`config.mk`:
```
export PLATFORM = sky130hd
export DESIGN_NAME = sid_envelope
export DESIGN_NICKNAME = d
export VERILOG_FILES = /design/src/rtl/sid_envelope.sv
export SDC_FILE = /design/constraint.sdc
export NUM_CORES = 1
export LEC_CHECK = 0
export CAP_MARGIN = 20
export CORE_MARGIN = 4
export CORE_UTILIZATION = 42
export DETAILED_ROUTE_END_ITERATION = 16
export PLACE_DENSITY_LB_ADDON = 0.08
export SETUP_SLACK_MARGIN = 0.2
export SLEW_MARGIN = 20
export SYNTH_ARGS = -nofsm -noshare
export SYNTH_HDL_FRONTEND = slang
export SYNTH_SLANG_ARGS = --single-unit
```
`constraint.sdc`:
```
create_clock -name CLK -period 5.95 [get_ports CLK]
set_input_delay 1.19 -clock CLK [delete_from_list [all_inputs] [get_ports CLK]]
set_output_delay 1.19 -clock CLK [all_outputs]
set_load 0.01 [all_outputs]
```
`src/rtl/sid_envelope.sv`:
```
// Purpose : SID ADSR envelope generator plus amplitude stage feeding the filter/mixer.
// Latency : env advances on CLKen rate ticks; VOICE_IN/env -> OUTPUT is 2 CLK.
// Backpressure: none; OUTPUT is a free-running sample every CLK.
//
// Ports:
//   CLK       master clock
//   RST       synchronous, active-high reset
//   CLKen     1 MHz enable; envelope logic advances only when high
//   WR        register write strobe (BASE_ADDR+4 control, +5 AD, +6 SR)
//   ADDR      register address
//   DATA      write data
//   VOICE_IN  unsigned 12-bit waveform, centre 'h800
//   ENV_OUT   current 8-bit envelope level
//   OUTPUT    signed 12-bit amplitude-scaled sample
module sid_envelope #(
    parameter int BASE_ADDR = 0
) (
    input  logic        CLK,
    input  logic        RST,
    input  logic        CLKen,
    input  logic        WR,
    input  logic [4:0]  ADDR,
    input  logic [7:0]  DATA,
    input  logic [11:0] VOICE_IN,
    output logic [7:0]  ENV_OUT,
    output logic [11:0] OUTPUT
);

    localparam logic [1:0] ST_ATTACK  = 2'd0;
    localparam logic [1:0] ST_DECSUS  = 2'd1;
    localparam logic [1:0] ST_RELEASE = 2'd2;

    localparam logic [4:0] ADDR_CTRL = 5'(BASE_ADDR + 4);
    localparam logic [4:0] ADDR_AD   = 5'(BASE_ADDR + 5);
    localparam logic [4:0] ADDR_SR   = 5'(BASE_ADDR + 6);

    logic        gate;
    logic        gate_prev;
    logic [3:0]  atk;
    logic [3:0]  dec;
    logic [3:0]  sus;
    logic [3:0]  rel;
    logic [1:0]  state;
    logic [14:0] rate_cnt;
    logic [4:0]  exp_cnt;
    logic [7:0]  env;

    logic [3:0]  rate_sel;
    logic        rate_tick;
    logic [4:0]  exp_period;
    logic        exp_step;

    // Terminal count (period - 1) of the rate counter for each 4-bit rate.
    function automatic logic [14:0] rate_period_m1(input logic [3:0] idx);
        case (idx)
            4'd0:    rate_period_m1 = 15'd8;
            4'd1:    rate_period_m1 = 15'd31;
            4'd2:    rate_period_m1 = 15'd62;
            4'd3:    rate_period_m1 = 15'd94;
            4'd4:    rate_period_m1 = 15'd148;
            4'd5:    rate_period_m1 = 15'd219;
            4'd6:    rate_period_m1 = 15'd266;
            4'd7:    rate_period_m1 = 15'd312;
            4'd8:    rate_period_m1 = 15'd391;
            4'd9:    rate_period_m1 = 15'd976;
            4'd10:   rate_period_m1 = 15'd1953;
            4'd11:   rate_period_m1 = 15'd3125;
            4'd12:   rate_period_m1 = 15'd3906;
            4'd13:   rate_period_m1 = 15'd11719;
            4'd14:   rate_period_m1 = 15'd19531;
            default: rate_period_m1 = 15'd31250;
        endcase
    endfunction

    always_comb begin
        rate_sel = rel;
        case (state)
            ST_ATTACK: rate_sel = atk;
            ST_DECSUS: rate_sel = dec;
            default:   rate_sel = rel;
        endcase
    end

    // Equality only: a period lowered below the running count lets the
    // counter run on through 'h7FFF and wrap, as the original chip does.
    assign rate_tick = (rate_cnt == rate_period_m1(rate_sel));

    // Piecewise-exponential slowdown of decay/release as the level falls.
    always_comb begin
        if (env >= 8'd94)      exp_period = 5'd1;
        else if (env >= 8'd55) exp_period = 5'd2;
        else if (env >= 8'd27) exp_period = 5'd4;
        else if (env >= 8'd15) exp_period = 5'd8;
        else if (env >= 8'd7)  exp_period = 5'd16;
        else if (env >= 8'd1)  exp_period = 5'd30;
        else                   exp_period = 5'd1;
    end

    // >= so a shorter period taking over mid-count still wraps promptly.
    assign exp_step = ((exp_cnt + 5'd1) >= exp_period);

    always_ff @(posedge CLK) begin
        if (RST) begin
            gate      <= 1'b0;
            gate_prev <= 1'b0;
            atk       <= 4'd0;
            dec       <= 4'd0;
            sus       <= 4'd0;
            rel       <= 4'd0;
            state     <= ST_RELEASE;
            rate_cnt  <= 15'd0;
            exp_cnt   <= 5'd0;
            env       <= 8'd0;
        end else begin
            if (WR) begin
                if (ADDR == ADDR_CTRL) gate <= DATA[0];
                if (ADDR == ADDR_AD) begin
                    atk <= DATA[7:4];
                    dec <= DATA[3:0];
                end
                if (ADDR == ADDR_SR) begin
                    sus <= DATA[7:4];
                    rel <= DATA[3:0];
                end
            end

            if (CLKen) begin
                gate_prev <= gate;
                rate_cnt  <= rate_tick ? 15'd0 : rate_cnt + 15'd1;

                // Gate edges take priority over a coincident rate tick.
                if (gate && !gate_prev) begin
                    state   <= ST_ATTACK;
                    exp_cnt <= 5'd0;
                end else if (!gate && gate_prev) begin
                    state <= ST_RELEASE;
                end else if (rate_tick) begin
                    case (state)
                        ST_ATTACK: begin
                            if (env != 8'hFF) env <= env + 8'd1;
                            if (env >= 8'hFE) state <= ST_DECSUS;
                        end
                        ST_DECSUS: begin
                            exp_cnt <= exp_step ? 5'd0 : exp_cnt + 5'd1;
                            if (exp_step && (env > {sus, sus})) env <= env - 8'd1;
                        end
                        default: begin
                            exp_cnt <= exp_step ? 5'd0 : exp_cnt + 5'd1;
                            if (exp_step && (env != 8'd0)) env <= env - 8'd1;
                        end
                    endcase
                end
            end
        end
    end

    assign ENV_OUT = env;

    // Amplitude stage: flip the MSB to centre the waveform as signed, then
    // multiply by the zero-extended envelope.
    logic signed [20:0] p_q;
    logic signed [20:0] s_ext;
    logic signed [20:0] env_ext;
    logic               unused_p_bits;

    assign s_ext   = $signed({{9{~VOICE_IN[11]}}, ~VOICE_IN[11], VOICE_IN[10:0]});
    assign env_ext = $signed({13'd0, env});

    always_ff @(posedge CLK) begin
        if (RST) begin
            p_q    <= 21'sd0;
            OUTPUT <= 12'd0;
        end else begin
            p_q    <= s_ext * env_ext;
            OUTPUT <= p_q[19:8];
        end
    end

    assign unused_p_bits = ^{p_q[20], p_q[7:0]};

endmodule

```
* Word-level counts from Yosys, hierarchy flattened
Memories as Yosys holds them, arrays and structs flattened. Cells that the tools add are included. Widths: inputs -> output; s select.
Word-level totals: memories 1, flip-flop bits (word level) 80, output and inout port bits 20, ROM bits 240, input bits 29
Memory list:
- (name not given) | depth 16, bits a word 15, read ports 1, clocked after Yosys merged registers in 0, wr ports 0, line 55 | case (idx)
Operators by class: bitwise operators 3, equality and inequality tests 10, reductions and logical operators 19, order comparisons 9, multiplexer cells 22, add/subtract/negate cells 4, multiply operators 1
Operators by type and width (number):
- $mux 5 | 11
- $mux 8 | 3
- $mul 12x9->20 | 1
- $pmux 8 s2 | 1
- $add 15x1->15 const B | 1
- $eq 15x15->1 | 1
- $eq 5x3->1 const B | 3
- $mux 15 | 1
- $reduce_bool 3->1 | 4
- $mux 2 | 5
- $add 8x1->8 const B | 1
- $ge 8x1->1 const B | 1
- $ge 8x3->1 const B | 1
- $ge 8x4->1 const B | 1
- $ge 8x5->1 const B | 1
- $ge 8x6->1 const B | 1
- $ge 8x7->1 const B | 1
- $ge 8x8->1 const B | 1
- $gt 8x8->1 | 1
- $ne 2x2->1 const B | 4
- $ne 8x8->1 const B | 1
- $pmux 4 s2 | 1
- $reduce_and 4->1 | 2
- $reduce_bool 8->1 | 1
- 11 further kinds | 19

* Logic depth before layout (Yosys ltp)
Gate-level depths: netlist of the first run.
depth after elaboration 13, mapped depth 21, gate-level depth less buffers 19

* Worst setup path after synthesis of the first run
Ideal clock, no wire load.
path kind input -> register, start point input VOICE_IN[11], end point register p_q[19], slack 0.626 ns, data required time 5.876 ns, arrival 5.250 ns, stages 16, path through nand2b_1 > fa_1 > inv_1 > fa_1 > inv_1 > fa_1 > inv_1 > fa_1 > ha_1 > or3_1 > nor4_1 > a21oi_1 > a41oi_1 > a21oi_1 > a2111o_1 > o21ai_0
Between the ends: cells in the longest elaborated chain, start to end 2
Ends and longest elaborated chain:
- start, declared | line 24 | input logic [11:0] VOICE_IN,
- $not 1->1 | line 166 | assign s_ext = $signed({{9{~VOICE_IN[11]}}, ~VOICE_IN[11], VOICE_IN[10:0]});
- $mul 12x9->20 | line 174 | p_q <= s_ext * env_ext;
- end signal, assigned | line 174
- end, declared | line 161 | logic signed [20:0] p_q;
No other way between the ends. A chain may end at the register's enable or synchronous reset.

* Worst setup path in the final report of the first run
Ends and elaborated chain as after synthesis.

==> impl_metrics.env, run 1 <==
export IMPL_dpl_hpwl_um=14500
export IMPL_p_per_area_nw_per_um2=118
export IMPL_cts_sinks=72
export IMPL_cts_buffer_depth=2
export IMPL_synth_cells=914
export IMPL_r2r_end="p_q[19]"
export IMPL_clkLatencyLatePin_ps=340
export IMPL_ys_seq_elements=72
export IMPL_final_area_um2=9050
export IMPL_numPortBuffers=48
export IMPL_io_pins=49
export IMPL_rsz0062_at_grt="false"
export IMPL_core_um2=18100
export IMPL_fin_crit_sh_pct=93.0
export IMPL_first_iter_violations=332
export IMPL_reg2reg_depth=15
export IMPL_dieArea_um2=20800
export IMPL_vdd_drop_max_mv=0.138
export IMPL_first_global_vias=6094
export IMPL_antennaDiodeCount=0
export IMPL_wl_per_cell_um=15.4
export IMPL_worst_pin_slew_ps=944
export IMPL_crit_end="p_q[19]"
export IMPL_path_max_fanout=7
export IMPL_syn_avg_cell_area_um2=8.54
export IMPL_worstPathArrival_ps=5810
export IMPL_worstPathRequired_ps=6230
export IMPL_start_util_pct=43.0
export IMPL_grt_pass1_wl_um=31500
export IMPL_finalCriticalPeriod_ps=5530
export IMPL_htree_levels=3
export IMPL_reg2reg_from="ENV_OUT[4]"
export IMPL_nets=1144
export IMPL_place_inst=1193
export IMPL_cts_tree="yes"
export IMPL_syn_nets=1083
export IMPL_grt_max_degree=44
export IMPL_ant_nets=0
export IMPL_hold_buffers=0
export IMPL_final_cells=1208
export IMPL_dr_pass1_iters=4
export IMPL_drive_above_1_share_pct=9.09
export IMPL_num_vias=6115
export IMPL_drv_cap=0
export IMPL_drv_slew=0
export IMPL_antenna_found_initial=0
export IMPL_placed_cell_area_um2=8710
export IMPL_synth_cell_types=69
export IMPL_path_class="input pin to flop"
export IMPL_gp_congestion=0.872
export IMPL_setup_violations_final=0
export IMPL_cts_buffers=9
export IMPL_fmax_ghz=0.181
export IMPL_routed_wl_um=18600
export IMPL_yosys_warnings=0
export IMPL_drcViolationCount=0
export IMPL_hold_class="flop to flop"
export IMPL_synth_main_ff_cell="dfxtp_1"
export IMPL_utilization_pct=49.9
export IMPL_finalHoldViolations=0
export IMPL_run_status="completed"
export IMPL_hold_path_startpoint="p_q[10]"
export IMPL_synth_edf_count=0
export IMPL_grtUsageTotal_pct=19.0
export IMPL_synth_async_reset_ratio_pct=0
export IMPL_cp_end_kind="flop"
export IMPL_overflow=0
export IMPL_finalPower_uw=1070
export IMPL_setup_worst_path_start_class="input pin"
export IMPL_viasPerCell=5.06
export IMPL_dieWidth_um=144
export IMPL_slew_headroom_pct=35.3
export IMPL_fp_dieH_um=144
export IMPL_syn_area_um2=7800
export IMPL_synth_seq_area_share_pct=18.5
export IMPL_area_delta_synth_final_pct=16.0
export IMPL_reg2reg_slack_ps=970
export IMPL_rows=49
export IMPL_p_leak_uw=0.00419
export IMPL_fin_worst_skew_ps=6.05
export IMPL_clock_root_buffer="clkbuf_16"
export IMPL_crit_path_start="VOICE_IN[11]"
export IMPL_cts_setup_buffers=0
export IMPL_clk_pin_slew_ps=60
[repair_timing]
item / in CTS / in global routing
gates cloned: 0 / 0
pin swaps: 0 / 3
gates resized for setup: 1 / 15
setup endpoints to repair: 1 / 5
[final cells by class]
type / instances / area, µm²
Fill cell: 1782 / 9090
Tap cell: 229 / 287
Multi-Input combinational cell: 672 / 5760
Sequential cell: 72 / 1440
Inverter: 130 / 488
Clock buffer: 12 / 256
Timing Repair Buffer: 90 / 806
Clock inverter: 3 / 17.5
[Yosys cell counts (4+ instances only)]
library cell / n / area, µm²
inv_1: 129 / 484
nor2_1: 87 / 327
fa_1: 75 / 1500
dfxtp_1: 72 / 1440
nand2_1: 66 / 248
ha_1: 65 / 813
and2_1: 52 / 325
mux2i_1: 38 / 380
xnor2_1: 36 / 315
a21oi_1: 30 / 150
clkbuf_1: 28 / 105
nor2b_1: 26 / 163
o21ai_0: 22 / 110
nand2b_1: 15 / 93.8
nand3_1: 14 / 70.1
xor2_1: 13 / 114
nand4_1: 10 / 62.6
nor3_1: 9 / 45.0
a211oi_1: 8 / 60.1
buf_2: 7 / 35.0
o21a_1: 7 / 52.6
mux2_2: 6 / 67.6
nor4_1: 6 / 37.5
o211ai_1: 6 / 45.0
a21o_1: 5 / 37.5
a22o_1: 5 / 43.8
o31ai_1: 5 / 37.5
a31oi_1: 4 / 25.0
nand4b_1: 4 / 35.0
or3_1: 4 / 25.0
or4_1: 4 / 30.0
[worst max-delay path: stages]
cell	delay, ps
clkdlybuf4s50_1	490
buf_4	150
nor2_2	60
fa_1	500
fa_1	520
inv_1	50
fa_1	470
inv_1	60
fa_1	470
ha_1	210
or3_1	410
nor4_2	330
a21oi_4	130
a41oi_4	200
a21oi_2	90
a2111o_1	400
o21ai_1	70
[stage by stage]
| stage | hold slack, ps | setup TNS (ps) | setup slack, ps |
|---|---|---|---|
| 2_1_floorplan | 414 | 0 | 626 |
| 3_3_place_gp | 416 | -333 | -190 |
| 3_5_place_dp | 420 | -366 | -228 |
| 4_1_cts | 433 | 0 | 233 |
| 5_1_grt | 460 | 0 | 211 |
| 6_report | 432 | 0 | 417 |
[worst min-delay path by stage]
| stage | end | cells past startpoint | slack [ps] |
|---|---|---|---|
| floorplan | OUTPUT[0] | 1 | 410 |
| global placement | OUTPUT[4] | 1 | 420 |
| detailed placement | OUTPUT[2] | 1 | 420 |
| CTS | OUTPUT[2] | 1 | 430 |
| global route | OUTPUT[2] | 1 | 460 |
| finish | OUTPUT[2] | 1 | 430 |
[state kept, by name, summed over array words and instances, names as in the netlist, 5 cells and up]
name,count
ENV_OUT,8
OUTPUT,12
p_q,12
exp_cnt,5
rate_cnt,15
[power breakdown]
part	total, µW	leakage (µW)	internal [µW]	switching (µW)
Clock	508	0.000134	301	207
Combinational	74.1	0.00347	37.1	37.0
Sequential	489	0.000580	484	4.75
[logic make-up (layout without fill, tap and decap cells)]
logic type / after synthesis / after routing / share of synthesized area (%)
DFF: 72 / 72 / 18.5
muxes: 48 / 48 / 6.69
adders and majority gates: 140 / 140 / 29.7
buffers and inverters: 170 / 235 / 8.48
AOI/OAI and AO/OA: 125 / 125 / 11.0
and+or+nand+nor: 310 / 310 / 20.2
xor gates and xnor gates: 49 / 49 / 5.50
[metal layers]
| layer | wire length, µm | up-vias | global-route usage (%) | share of wire [%] |
|---|---|---|---|---|
| met1 | 9770 | 2881 | 29.0 | 53 |
| met2 | 7910 | 107 | 28.8 | 43 |
| met4 | 137 | 0 | 3.09 | 0.74 |
| li1 | - | 3114 | - | - |
| met3 | 775 | 13 | 2.98 | 4.2 |
| met5 | 0 | - | 0 | 0 |
[cell usage in the layout (no fill, tap or decap), types with 3 or more instances in the layout]
cell	n
dfxtp_1	72
dlymetal6s2s_1	6
clkbuf_16	9
a22o_1	5
fa_1	75
xnor2_1	36
a21oi_1	28
xor2_1	13
mux2i_1	38
o21a_1	7
nand2b_1	14
o31a_1	3
a31o_2	3
o21ai_1	4
nor2_1	86
nand4_1	10
nand4b_1	4
nand2_1	66
or4_1	4
a211oi_1	8
a21o_1	5
nor2b_1	26
nand3_1	14
nor3_1	9
nor4_1	5
inv_1	129
o21ai_0	21
ha_1	65
and2_1	52
a31oi_1	4
buf_4	42
clkdlybuf4s50_1	41
and3_1	3
mux2_2	6
o211ai_1	6
o31ai_1	5
or3_1	4
Power figures use the tool's default switching activity.
==> run 2: changes to the inputs <==
--- a/config.mk
+++ b/config.mk
@@ -9,6 +9,7 @@
 export CORE_MARGIN = 4
 export CORE_UTILIZATION = 42
 export DETAILED_ROUTE_END_ITERATION = 16
+export GPL_TIMING_DRIVEN = 0
 export PLACE_DENSITY_LB_ADDON = 0.08
 export SETUP_SLACK_MARGIN = 0.2
 export SLEW_MARGIN = 20
==> impl_metrics.env, run 2 (synthesized netlist as in run 1, its figures left out) <==
export IMPL_combinationalPowerShare_pct=6.3
export IMPL_slew_headroom_pct=52.3
export IMPL_htree_levels=3
export IMPL_drv_cap=0
export IMPL_worst_pin_slew_ps=716
export IMPL_start_util_pct=43.0
export IMPL_grtUsageTotal_pct=19.5
export IMPL_p_sw_share_pct=22.9
export IMPL_p_per_area_nw_per_um2=124
export IMPL_path_max_fanout=8
export IMPL_cts_setup_buffers=0
export IMPL_gp_congestion=0.838
export IMPL_clkLatencyLatePin_ps=340
export IMPL_grt_pass1_wl_um=32200
export IMPL_clk_pin_slew_ps=60
export IMPL_hold_depth=1
export IMPL_run_status="completed"
export IMPL_reg_top3="rate_cnt x15, OUTPUT x12, p_q x12"
export IMPL_multi_input_area_um2=5760
export IMPL_antennaDiodeCount=0
export IMPL_cts_tree="yes"
export IMPL_numPortBuffers=47
export IMPL_setup_violations_final=0
export IMPL_hold_class="flop to flop"
export IMPL_reg2reg_slack_ps=470
export IMPL_n_fill_cell=1813
export IMPL_core_um2=18100
export IMPL_crit_chain="dlygate4sd2_1 > and2_1 > fa_1 > fa_1 > inv_1 > fa_1 > inv_1 > fa_1 > ha_1 > or3_1 > nor4_4 > a21oi_4 > a41oi_4 > a21oi_2 > a2111o_1 > o21ai_0"
export IMPL_dr_pass1_iters=5
export IMPL_rsz0062_at_grt="false"
export IMPL_whs_ps=432
export IMPL_p_int_uw=848
export IMPL_drcViolationCount=0
export IMPL_dieArea_um2=20800
export IMPL_cp_end_kind="flop"
export IMPL_reg2reg_depth=17
export IMPL_seqCellArea_um2=1440
export IMPL_setup_worst_path_start_class="input pin"
export IMPL_whs_endpoint="OUTPUT[10]"
export IMPL_overflow=0
export IMPL_crit_buf_inv=3
export IMPL_cts_sinks=72
export IMPL_drive_above_1_share_pct=7.06
export IMPL_nets=1141
export IMPL_fmax_ghz=0.179
export IMPL_num_vias=6169
export IMPL_final_common_cell="inv_1"
export IMPL_fin_worst_skew_ps=12.5
export IMPL_final_area_um2=8900
export IMPL_first_global_vias=6195
export IMPL_hold_buffers=0
export IMPL_ant_nets=0
export IMPL_grt_max_degree=13
export IMPL_final_cells=1206
export IMPL_wl_per_cell_um=15.8
export IMPL_hold_path_startpoint="p_q[18]"
export IMPL_cpMaxStageDelayCell="fa_1"
export IMPL_cts_buffers=9
export IMPL_finalHoldViolations=0
export IMPL_io_pins=49
export IMPL_cpPeakStageDelay_ps=520
export IMPL_viasPerCell=5.12
export IMPL_p_leak_uw=0.00404
export IMPL_rows=49
export IMPL_p_sw_uw=251
export IMPL_path_class="input pin to flop"
export IMPL_worstPathArrival_ps=5860
export IMPL_cts_buffer_depth=2
export IMPL_r2r_end="p_q[19]"
export IMPL_largest_reg_flops=15
export IMPL_fp_dieH_um=144
export IMPL_fin_crit_sh_pct=94.1
export IMPL_worstPathRequired_ps=6210
export IMPL_mostFrequentLayoutCells="129 x inv_1, 86 x nor2_1, 75 x fa_1, 72 x dfxtp_1, 66 x nand2_1"
export IMPL_clock_root_buffer="clkbuf_16"
export IMPL_drv_slew=0
export IMPL_place_inst=1190
export IMPL_area_delta_synth_final_pct=14.1
export IMPL_dieWidth_um=144
export IMPL_dpl_hpwl_um=15200
export IMPL_first_iter_violations=308
export IMPL_crit_family="adder cells"
export IMPL_regMostFlops="rate_cnt"
export IMPL_finalCriticalPeriod_ps=5600
export IMPL_path_common_cell="fa_1"
export IMPL_seqPwrFrac_pct=44.3
export IMPL_reg2reg_from="ENV_OUT[3]"
export IMPL_power_frac_clock_pct=49.3
export IMPL_vdd_drop_max_mv=0.148
export IMPL_routed_wl_um=19000
export IMPL_antenna_found_initial=0
export IMPL_placed_cell_area_um2=8560
-- run 2: worst max-delay path by stage --
stage / startpoint / slack (ps) / cells past startpoint / to
floorplan: VOICE_IN[11] / 630 / 16 / p_q[19]
global placement: VOICE_IN[11] / -520 / 17 / p_q[19]
detailed placement: VOICE_IN[11] / -470 / 17 / p_q[19]
CTS: VOICE_IN[2] / 230 / 19 / p_q[19]
global route: VOICE_IN[7] / 200 / 16 / p_q[19]
finish: VOICE_IN[7] / 350 / 16 / p_q[19]
-- run 2: routing by layer --
layer	vias to the layer above	GRT usage, %	share of wire (%)
met3	6	3.84	5.2
met2	129	29.5	43
met5	-	0	0
met1	2930	29.5	51
met4	0	3.14	0.39
li1	3104	-	-
-- run 2: layout make-up --
type / instances / area share (%)
sequential: 72 / 16.2
tap: 229 / 3.22
timing repair buffer: 47 / 4.98
multi-input combinational: 672 / 64.7
clock inverter: 5 / 0.632
clock buffer: 11 / 2.73
buffer: 40 / 2.08
inverter: 130 / 5.48
-- run 2: power groups by stage --
stage	sequential [µW]	clock [µW]	combinational, µW
floorplan	497	0	32.1
global placement	498	0	72.2
global route	488	585	77.8
detailed placement	498	0	72.4
CTS	488	560	70.5
finish	488	542	69.6
-- run 2: timing repair --
action                                  4_1_cts  5_1_grt
resized for setup                            17       26
endpoints found under the setup margin        3        5
gates cloned                                  0        0
-- run 2: metrics by stage --
step	util [%]	setup slack, ps	power (µW)	setup TNS [ps]
after floorplan	-	626	529	0
after global placement	47.2	-520	570	-1310
after detailed placement	47.2	-471	571	-1360
after CTS	48.9	232	1120	0
after global routing	49.1	196	1150	0
final	49.1	351	1100	0
==> run 3: changes to the inputs <==
--- a/config.mk
+++ b/config.mk
@@ -5,9 +5,9 @@
 export SDC_FILE = /design/constraint.sdc
 export NUM_CORES = 1
 export LEC_CHECK = 0
-export CAP_MARGIN = 20
+export CAP_MARGIN = 30
 export CORE_MARGIN = 4
-export CORE_UTILIZATION = 42
+export CORE_UTILIZATION = 45
 export DETAILED_ROUTE_END_ITERATION = 16
 export GPL_TIMING_DRIVEN = 0
 export PLACE_DENSITY_LB_ADDON = 0.08
==> impl_metrics.env, run 3 (synthesized netlist as in run 1, its figures left out) <==
export IMPL_viasPerCell=5.22
export IMPL_num_vias=6248
export IMPL_reg2reg_from="ENV_OUT[5]"
export IMPL_largest_reg_flops=15
export IMPL_rsz0062_at_grt="false"
export IMPL_hold_class="flop to flop"
export IMPL_regMostFlops="rate_cnt"
export IMPL_reg_top3="rate_cnt x15, OUTPUT x12, p_q x12"
export IMPL_pre_cts_slack_ps=-550
export IMPL_path_max_fanout=8
export IMPL_mostFrequentLayoutCells="129 x inv_1, 87 x nor2_1, 75 x fa_1, 71 x dfxtp_1, 66 x nand2_1"
export IMPL_finalCriticalPeriod_ps=5490
export IMPL_hold_buffers=0
export IMPL_path_class="input pin to flop"
export IMPL_dieArea_um2=19500
export IMPL_fin_crit_sh_pct=92.3
export IMPL_antenna_found_initial=0
export IMPL_clkLatencyLatePin_ps=340
export IMPL_worst_pin_slew_ps=686
export IMPL_slew_headroom_pct=54.3
export IMPL_drv_slew=0
export IMPL_utilization_pct=53.1
export IMPL_r2r_end="p_q[19]"
export IMPL_cts_tree="yes"
export IMPL_clock_root_buffer="clkbuf_16"
export IMPL_setup_tns_final_ps=0
export IMPL_vdd_drop_max_mv=0.149
export IMPL_worstPathRequired_ps=6210
export IMPL_gp_congestion=0.837
export IMPL_drcViolationCount=0
export IMPL_start_util_pct=46.6
export IMPL_area_delta_synth_final_pct=14.0
export IMPL_ant_nets=0
export IMPL_n_fill_cell=1638
export IMPL_drive_above_1_share_pct=7.57
export IMPL_fin_worst_skew_ps=9.17
export IMPL_first_global_vias=6204
export IMPL_run_status="completed"
export IMPL_grt_max_degree=13
export IMPL_drv_cap=0
export IMPL_setup_worst_path_start_class="input pin"
export IMPL_finalHoldViolations=0
export IMPL_fmax_ghz=0.182
export IMPL_wl_per_cell_um=15.5
export IMPL_core_um2=16800
export IMPL_setup_violations_final=0
export IMPL_fp_dieH_um=140
export IMPL_first_iter_violations=430
export IMPL_hold_depth=1
export IMPL_grt_pass1_wl_um=31700
export IMPL_cp_end_kind="flop"
export IMPL_whs_ps=439
export IMPL_dpl_hpwl_um=14700
export IMPL_cts_buffer_depth=2
export IMPL_nets=1142
export IMPL_whs_endpoint="OUTPUT[1]"
export IMPL_hold_path_startpoint="p_q[9]"
export IMPL_cts_sinks=72
export IMPL_reg2reg_depth=17
export IMPL_io_pins=49
export IMPL_routed_wl_um=18600
export IMPL_dr_pass1_iters=5
export IMPL_p_leak_uw=0.00407
export IMPL_overflow=0
export IMPL_antennaDiodeCount=0
export IMPL_htree_levels=3
export IMPL_rows=47
export IMPL_cts_buffers=9
export IMPL_reg2reg_slack_ps=620
export IMPL_crit_path_start="VOICE_IN[5]"
export IMPL_dieWidth_um=140
export IMPL_p_per_area_nw_per_um2=127
export IMPL_numPortBuffers=47
export IMPL_clk_pin_slew_ps=60
export IMPL_worstPathArrival_ps=5750
export IMPL_grtUsageTotal_pct=19.8
export IMPL_final_setup_worst_slack_ps=459
export IMPL_final_common_cell="inv_1"
==> run 3: cell count changes in the layout (fill, tap and decap cells not counted), sizes merged <==
| cell | delta |
|---|---|
| clkdlybuf4s50 | -2 |
| bufinv | +1 |
| clkinv | -1 |
| clkbuf | +3 |
| buf | +1 |
| dlygate4sd2 | -3 |
| dlymetal6s2s | +2 |
==> run 3: report_power, final <==
part | leakage (µW) | switching [µW] | internal [µW] | total (µW)
clock network | 0.000150 | 205 | 367 | 572
registers | 0.000581 | 3.03 | 484 | 488
logic | 0.00334 | 40.4 | 28.2 | 68.6
total | 0.00407 | 248 | 880 | 1130
==> run 3: through the flow <==
stage / total power (µW) / instances / cell area [µm²]
after floorplan: 529 / 914 / 7800
after global placement: 570 / 1181 / 8550
after detailed placement: 569 / 1181 / 8550
after CTS: 1140 / 1197 / 8890
after global routing: 1170 / 1198 / 8900
final: 1130 / 1198 / 8900
==> run 3: how the worst max path moves through the flow <==
stage / slack, ps / endpoint / cells after the start
after floorplan: 630 / p_q[19] / 16
after global placement: -550 / p_q[19] / 17
after detailed placement: -550 / p_q[19] / 17
after CTS: 250 / p_q[19] / 17
after global routing: 200 / p_q[19] / 19
final: 460 / p_q[19] / 16
==> run 3: per-layer routing <==
metal  up-vias  share of wire, %  global-route usage (%)  wire [µm]
li1       3103                 -                       -          -
met1      3006                51                    30.2       9520
met2       131                43                    29.7       7980
met3         8               5.1                    3.40        956
met4         0              0.76                    3.77        142
met5         -                 0                       0          0
==> run 3: final cells by class <==
| cell class | instances | area, µm² | share of cell area [%] |
|---|---|---|---|
| plain buffers | 40 | 186 | 2.10 |
| clock buffers | 11 | 233 | 2.62 |
| clock inverters | 5 | 81.3 | 0.914 |
| inverters | 130 | 488 | 5.48 |
| multi-input cells | 672 | 5750 | 64.6 |
| flip-flops and latches | 72 | 1440 | 16.2 |
| well taps | 220 | 275 | 3.09 |
| repair buffers | 48 | 444 | 4.99 |
==> run 3: timing repair <==
item,in CTS,in global routing
pin swaps,0,3
endpoints found under the setup margin,3,4
cloned,0,0
gates resized for setup,16,39
buffers inserted,0,1
==> run 3: worst max-delay path, stage by stage <==
cell	delay, ps
dlygate4sd2_1	330
and2_1	220
fa_1	470
fa_1	550
inv_1	50
fa_1	470
inv_1	50
fa_1	500
ha_1	240
or3_1	420
nor4_4	340
a21oi_4	120
a41oi_2	220
a21oi_2	110
a2111o_1	400
o21ai_0	70
